==> config.mk <==
export PLATFORM = sky130hd
export DESIGN_NAME = unidade_mult_div
export DESIGN_NICKNAME = d
export VERILOG_FILES = /design/src/rtl/unidade_mult_div.sv
export SDC_FILE = /design/constraint.sdc
export NUM_CORES = 1
export LEC_CHECK = 0
export BUFFER_PORTS_ARGS = -buffer_cell sky130_fd_sc_hd__buf_2
export CAP_MARGIN = 30
export CORE_ASPECT_RATIO = 0.7
export CORE_UTILIZATION = 50
export CTS_BUF_LIST = sky130_fd_sc_hd__clkbuf_8
export DETAILED_ROUTE_END_ITERATION = 6
export MAX_ROUTING_LAYER = met4
export PLACE_DENSITY = 0.69
export SYNTH_ARGS = -nofsm -noshare
export SYNTH_HDL_FRONTEND = slang
export SYNTH_SLANG_ARGS = --single-unit
==> constraint.sdc <==
create_clock -name clk -period 10.4 [get_ports clk]
set_clock_uncertainty 0.05 [all_clocks]
set_input_delay 2.08 -clock clk [delete_from_list [all_inputs] [get_ports clk]]
set_output_delay 2.08 -clock clk [all_outputs]
set_load 0.02 [all_outputs]
==> src/rtl/unidade_mult_div.sv <==
// Iterative 16-bit unsigned multiply/divide unit: 16 compute cycles, then the
// 32-bit result is written back as two consecutive registers.
module unidade_mult_div #(
  parameter int unsigned LARGURA  = 16,
  parameter int unsigned ENDERECO = 4
) (
  input  logic                clk,
  input  logic                rst,
  input  logic                inicio,
  input  logic                op,
  input  logic [LARGURA-1:0]  opA,
  input  logic [LARGURA-1:0]  opB,
  input  logic [ENDERECO-1:0] regDest,
  output logic                ocupado,
  output logic                pronto,
  output logic                div_zero,
  output logic [LARGURA-1:0]  dado,
  output logic [ENDERECO-1:0] regC,
  output logic                RW
);

  localparam int unsigned LD = 2 * LARGURA;
  localparam int unsigned LR = LARGURA + 1;
  localparam int unsigned CW = $clog2(LARGURA) + 1;

  typedef enum logic [1:0] {
    OCIOSO,
    CALCULA,
    ESCREVE_BAIXO,
    ESCREVE_ALTO
  } estado_t;

  estado_t estado, prox_estado;

  logic                op_q;
  logic [LARGURA-1:0]  opa_q;
  logic [LARGURA-1:0]  opb_q;
  logic [ENDERECO-1:0] regdest_q;
  logic [CW-1:0]       cont;
  logic [LD-1:0]       acc;
  logic [LR-1:0]       resto;

  logic [LARGURA-1:0]  addendo;
  logic [LR-1:0]       soma;
  logic [LR-1:0]       tentativa;
  logic                cabe;
  logic [LR-1:0]       resto_prox;
  logic [LD-1:0]       acc_prox;

  logic                ocupado_d;
  logic                pronto_d;
  logic                rw_d;
  logic [LARGURA-1:0]  dado_d;
  logic [ENDERECO-1:0] regc_d;

  // One iteration: multiply keeps {high, multiplier} in acc and shifts right;
  // divide keeps the dividend/quotient in acc's low half and shifts left.
  always_comb begin
    addendo    = acc[0] ? opa_q : '0;
    soma       = {1'b0, acc[LD-1:LARGURA]} + {1'b0, addendo};
    tentativa  = LR'({resto, acc[LARGURA-1]});
    cabe       = (tentativa >= {1'b0, opb_q});
    resto_prox = cabe ? (tentativa - {1'b0, opb_q}) : tentativa;
    if (op_q) begin
      acc_prox = {acc[LD-1:LARGURA], acc[LARGURA-2:0], cabe};
    end else begin
      acc_prox = {soma, acc[LARGURA-1:1]};
    end
  end

  always_ff @(posedge clk or posedge rst) begin
    if (rst) begin
      estado <= OCIOSO;
    end else begin
      estado <= prox_estado;
    end
  end

  // Next state plus next values of the registered outputs.
  always_comb begin
    prox_estado = estado;
    dado_d      = dado;
    regc_d      = regC;
    case (estado)
      OCIOSO: begin
        if (inicio) prox_estado = CALCULA;
      end
      CALCULA: begin
        if (cont == CW'(LARGURA - 1)) begin
          prox_estado = ESCREVE_BAIXO;
          dado_d      = acc_prox[LARGURA-1:0];
          regc_d      = regdest_q;
        end
      end
      ESCREVE_BAIXO: begin
        prox_estado = ESCREVE_ALTO;
        dado_d      = op_q ? resto[LARGURA-1:0] : acc[LD-1:LARGURA];
        regc_d      = ENDERECO'(regdest_q + 1'b1);
      end
      ESCREVE_ALTO: begin
        prox_estado = OCIOSO;
      end
      default: prox_estado = OCIOSO;
    endcase
    ocupado_d = (prox_estado != OCIOSO);
    rw_d      = (prox_estado == ESCREVE_BAIXO) || (prox_estado == ESCREVE_ALTO);
    pronto_d  = (prox_estado == ESCREVE_ALTO);
  end

  always_ff @(posedge clk or posedge rst) begin
    if (rst) begin
      op_q      <= 1'b0;
      opa_q     <= '0;
      opb_q     <= '0;
      regdest_q <= '0;
      cont      <= '0;
      acc       <= '0;
      resto     <= '0;
      div_zero  <= 1'b0;
      ocupado   <= 1'b0;
      pronto    <= 1'b0;
      RW        <= 1'b0;
      dado      <= '0;
      regC      <= '0;
    end else begin
      ocupado <= ocupado_d;
      pronto  <= pronto_d;
      RW      <= rw_d;
      dado    <= dado_d;
      regC    <= regc_d;
      if (estado == OCIOSO && inicio) begin
        op_q      <= op;
        opa_q     <= opA;
        opb_q     <= opB;
        regdest_q <= regDest;
        cont      <= '0;
        resto     <= '0;
        acc       <= {{LARGURA{1'b0}}, (op ? opA : opB)};
        div_zero  <= op & (opB == '0);
      end else if (estado == CALCULA) begin
        acc   <= acc_prox;
        resto <= resto_prox;
        cont  <= CW'(cont + 1'b1);
      end
    end
  end

endmodule

==> results.yml, run 1 <==
clock_network:
  post_cts_resized: 0
  cts.sinks: 116
  numCtsBuffers: 17
  cts_tree: "built"
  clk_pin_slew_ns: 0.07
  htreeDepth: 4
  clk_path_buf_depth: 2
  holdBufCountCts: 0
  cts_setup_buffers: 0
  clk_latency_ns: 0.43
  root_buffer: "clkbuf_8"
global_route:
  globalRouteOverflowTotal: 0
  grt_max_degree: 80
  grt_usage_pct: 28.70
  grt_first_pass_wirelength_um: 30740
  grt_pass1_vias: 5745
  antenna_found_initial: 1
setup_path:
  crit_type: "input pin to flip-flop"
  crit_required_ns: 10.71
  cp-start-kind: "input pin"
  crit_arrival_ns: 3.83
  path_max_fanout: 66
  reg2reg_depth: 11
  endpoint_kind: "flip-flop"
yosys:
  synth_cells: 745
  syn_nets: 822
  ys_seq_area_share_pct: 40.64
  synth_flop_cell: "dfrtp_1"
  synth-edff-count: 0
  async_flop_share_pct: 100.0
  syn_area_per_cell_um2: 9.588
  synth_cell_type_count: 70
  ys_ff_latch: 116
  syn_area_um2: 7143
  ys_warn_count: 0
drt:
  wl_met2_um: 8710
  routed_wl_um: 19390
  vias_per_cell: 6.162
  num_vias: 6131
  drt-pass1-iter-count: 5
  ant_nets: 0
  route.detailed.drc: 0
  top_layer_used: "met4"
  met3_length_um: 1576
  wl_per_cell_um: 19.49
  drt_iter0_markers: 557
  wl_met1_um: 8853
sta:
  fin_tns_setup_ns: 0
  max_freq_mhz: 284.4
  rsz0062_at_grt: "false"
  worst_slack_ns: 6.883
  hold_ws_ns: 0.4241
  period_share_pct: 33.81
  finalHoldViolations: 0
  min_period_ns: 3.517
  relSlewSlack_pct: 32.80
  finalMaxSlewViolations: 0
  finalSetupViolCount: 0
  tightest_slew_ns: 1.004
floorplan:
  rows: 36
  die_area_um2: 14780
  pin_count: 64
  coreArea_um2: 13920
  die_x_um: 144.9
  initial_core_util_pct: 51.32
  fp.dieH_um: 102
final_layout:
  drive_above_1_share_pct: 19.38
  fin_util_pct: 57.78
  regArea_um2: 2904
  nets: 870
  final_area_um2: 8041
  diodes: 0
  area_growth_pct: 12.58
  layout.filler_cells: 1199
  multi_input_area_um2: 3954
placed_design:
  io_buffers: 63
  place_ws_ns: 6.490
  placed_area_um2: 7590
  routabilityCongestion: 0.8966
  hpwl_um: 13840
job:
  drv_cap: 0
outcome:
  status: "completed"
power_and_ir_drop:
  ir_worst_vdd_v: 0.0001323
  p_leak_nw: 3.650
  power.density_nw_per_um2: 385.6
hold_path:
  hold_depth: 2
  hp-class: "flip-flop to flip-flop"
[routing by layer]
metal | up-vias | global-route usage [%]
li1 | 2790 | -
met1 | 3035 | 39.82
met2 | 283 | 42.46
met3 | 23 | 6.748
met4 | 0 | 6.883
met5 | - | -
[Yosys cell counts, types with 13 or more instances]
cell type,number,area (um^2)
nor2_1,29,108.9
inv_1,30,112.6
o21ai_0,55,275.3
nand3_1,22,110.1
and2_1,16,100.1
clkbuf_1,23,86.33
xor2_1,14,122.6
mux4_2,14,315.3
ha_1,35,437.9
mux2i_1,33,330.3
nand2_1,136,510.5
a21oi_1,30,150.1
dfrtp_1,116,2903
nor3_1,13,65.06
[critical path, stage by stage]
cell and delay [ns]:
buf_2 0.12, and2_2 0.16, buf_4 0.31, nor2_1 0.85, a22o_1 0.27
[sequential cells by signal (all words and copies together), names as in the netlist]
name       count
div_zero       1
cont           5
opa_q         16
opb_q         16
acc           32
dado          16
regC           4
ocupado        1
pronto         1
resto         16
regdest_q      4
estado         2
RW             1
op_q           1
[stage by stage]
| step | power [mW] | cells |
|---|---|---|
| after CTS | 3.076 | 994 |
| after global routing | 3.335 | 995 |
| final | 3.101 | 995 |
| after detailed placement | 2.617 | 963 |
| after floorplan | 2.197 | 745 |
| after global placement | 2.540 | 961 |
[report_power, final]
group | switching [mW] | internal (mW)
combinational | 0.990 | 0.760
sequential | 0.226 | 0.670
clock | 0.185 | 0.269
total | 1.40 | 1.70
[area by class of cell]
class | count | area share, %
clock inverters | 12 | 2.023
inverters | 30 | 1.431
clock buffers | 19 | 3.252
well taps | 190 | 2.956
repair buffers | 71 | 5.057
multi-input cells | 557 | 49.17
flip-flops and latches | 116 | 36.11
[worst paths after layout]
kind | from | endpoint | slack, ns
setup / recovery | inicio | acc[19] | 6.88
hold / removal | opa_q[8] | opa_q[8] | 0.42
setup reg to reg | acc[0] | acc[29] | 7.16
hold reg to reg | opa_q[8] | opa_q[8] | 0.42
max in group asynchronous | rst | op_q | 7.70
min in group asynchronous | rst | acc[28] | 1.62
[logic make-up (layout without fill, tap and decap cells)]
logic type | Yosys count | after routing | synth area share [%]
multiplexers | 59 | 59 | 10.93
adder cells (fa/ha/maj) | 37 | 37 | 6.691
AO/OA/AOI/OAI | 185 | 185 | 18.65
flip-flops | 116 | 116 | 40.64
XOR/XNOR | 21 | 21 | 2.575
buffers and inverters | 72 | 132 | 4.169
AND/OR/NAND/NOR | 255 | 255 | 16.34
[cell usage in the layout, fill, tap and decap left out, drive strengths merged, types with 13 or more instances in the layout]
cell    synthesis  final
buf            19     71
nand3          23     23
xor2           14     14
and2           16     16
ha             35     35
mux2i          33     33
o21ai          59     59
dfrtp         116    116
nor3           17     17
clkbuf         23     19
o211ai         13     13
mux4           14     14
nor2           30     30
a21oi          31     31
inv            30     32
nand2         137    137
(Power assumes the default switching activity.)
==> inputs of run 2 (changes only) <==
PLACE_DENSITY = 0.72   (was 0.69)
clock period = 3.1 ns   (was 10.4 ns; I/O delays follow)
==> run 2 against run 1 <==
Via count up 0.91%. Utilization up 0.40 points. Sequential power rose to 3.3 times the previous value. Flip-flop and latch count unchanged. Sequential share of layout area down 0.25 points.
==> results.yml, run 2 (synthesized netlist as in run 1, its figures left out) <==
outcome:
  status: "completed"
power_and_ir_drop:
  ir_worst_vdd_v: 0.0004553
  totalPowerFinal_mw: 10.57
  p_leak_nw: 3.668
  power.density_nw_per_um2: 1305
placed_design:
  io_buffers: 63
  hpwl_um: 14720
  routabilityCongestion: 0.9231
  placed_area_um2: 7664
hold_path:
  hp-class: "input pin to async pin"
sta:
  finalMaxSlewViolations: 0
  tightest_slew_ns: 0.9008
  max_freq_mhz: 344.5
  period_share_pct: 93.65
  fin_tns_setup_ns: 0
  finalHoldViolations: 0
  finalSetupViolCount: 0
  min_period_ns: 2.903
  relSlewSlack_pct: 39.39
  rsz0062_at_grt: "false"
setup_path:
  crit_required_ns: 3.36
  r2r-start: "acc[0]"
  path_max_fanout: 11
  reg2reg_to: "acc[30]"
  crit_arrival_ns: 3.16
  reg2reg_depth: 10
  r2r_setup_slack_ns: 0.20
  endpoint_kind: "flip-flop"
  crit_type: "flip-flop to flip-flop"
  cp-start-kind: "flip-flop"
global_route:
  grt_first_pass_wirelength_um: 31770
  grt_pass1_vias: 5982
  antenna_found_initial: 0
  globalRouteOverflowTotal: 0
  grt_max_degree: 117
  grt_usage_pct: 29.72
floorplan:
  die_x_um: 144.9
  die_area_um2: 14780
  coreArea_um2: 13920
  initial_core_util_pct: 51.32
  rows: 36
  fp.dieH_um: 102
  pin_count: 64
clock_network:
  cts.sinks: 116
  numCtsBuffers: 17
  cts_tree: "built"
  holdBufCountCts: 0
  htreeDepth: 4
  clk_latency_ns: 0.44
  cts_setup_buffers: 0
  clk_path_buf_depth: 2
  root_buffer: "clkbuf_8"
  post_cts_resized: 0
  clk_pin_slew_ns: 0.08
drt:
  ant_nets: 0
  route.detailed.drc: 0
  vias_per_cell: 6.162
  drt_iter0_markers: 453
  wl_per_cell_um: 19.84
  routed_wl_um: 19920
  num_vias: 6187
  drt-pass1-iter-count: 5
final_layout:
  final_area_um2: 8097
  final_cell_mix: "nand2_1 (136), dfrtp_1 (115), buf_2 (63)"
  drive_above_1_share_pct: 20.39
  layout_commonest_cell: "nand2_1"
  area_growth_pct: 13.35
  regMostFlops: "acc"
  nets: 878
  diodes: 0
  fin_util_pct: 58.17
  layout.filler_cells: 1196
  largest_register_ffs: 32
job:
  drv_cap: 0
## run 2: cell types whose count changed in the layout (fill, tap and decap cells not counted)
cell | before | now
buf_16 | 1 | 0
inv_1 | 31 | 30
inv_6 | 0 | 1
clkbuf_8 | 19 | 18
clkinv_2 | 4 | 3
inv_4 | 1 | 0
buf_8 | 1 | 0
clkinvlp_4 | 2 | 6
buf_12 | 0 | 1
buf_4 | 5 | 14
## run 2: power by group
group          internal [mW]  switching, mW  leakage [nW]
Clock                  0.891          0.661         0.208
Combinational           2.61           3.49          2.06
Sequential              2.25          0.672          1.40
## run 2: per-stage QoR
| step | hold slack [ns] | cells | worst slack (ns) |
|---|---|---|---|
| finish | 0.2714 | 1004 | 0.1968 |
| global placement | 0.3997 | 971 | 0.3648 |
| floorplan | 0.3874 | 745 | 0.4381 |
| CTS | 0.3246 | 1004 | 0.2453 |
| detailed placement | 0.4066 | 972 | 0.2770 |
| global route | 0.3436 | 1004 | 0.03459 |
## run 2: how the worst max path moves through the flow
stage,startpoint,end,slack (ns),depth (start not counted)
detailed placement,resto[9],resto[5],0.28,7
global route,resto[9],resto[14],0.03,7
global placement,acc[0],acc[27],0.36,11
floorplan,acc[0],acc[29],0.44,10
finish,acc[0],acc[30],0.20,10
CTS,acc[0],acc[30],0.25,10
## run 2: layout make-up
class	count	area, um^2	share of cell area (%)
flip-flops and latches	116	2904	35.87
well taps	190	237.7	2.936
multi-input cells	557	3954	48.83
inverters	30	116.4	1.437
repair buffers	79	451.7	5.579
clock inverters	14	185.2	2.287
clock buffers	18	247.7	3.060
## run 2: metal layers
layer | wire length, um | GRT usage [%]
met5 | 0 | -
met4 | 535 | 11.82
met3 | 1484 | 5.576
met2 | 8773 | 43.82
met1 | 9128 | 40.45
## run 2: worst max-delay path, cell delays in order (launching register included)
cell,delay (ns)
dfrtp_1,0.45
buf_4,0.21
and2_1,0.17
ha_1,0.39
a21oi_1,0.19
nand2_1,0.10
a221oi_1,0.49
o21ai_1,0.20
o31ai_1,0.29
xor2_1,0.17
o21ai_1,0.07
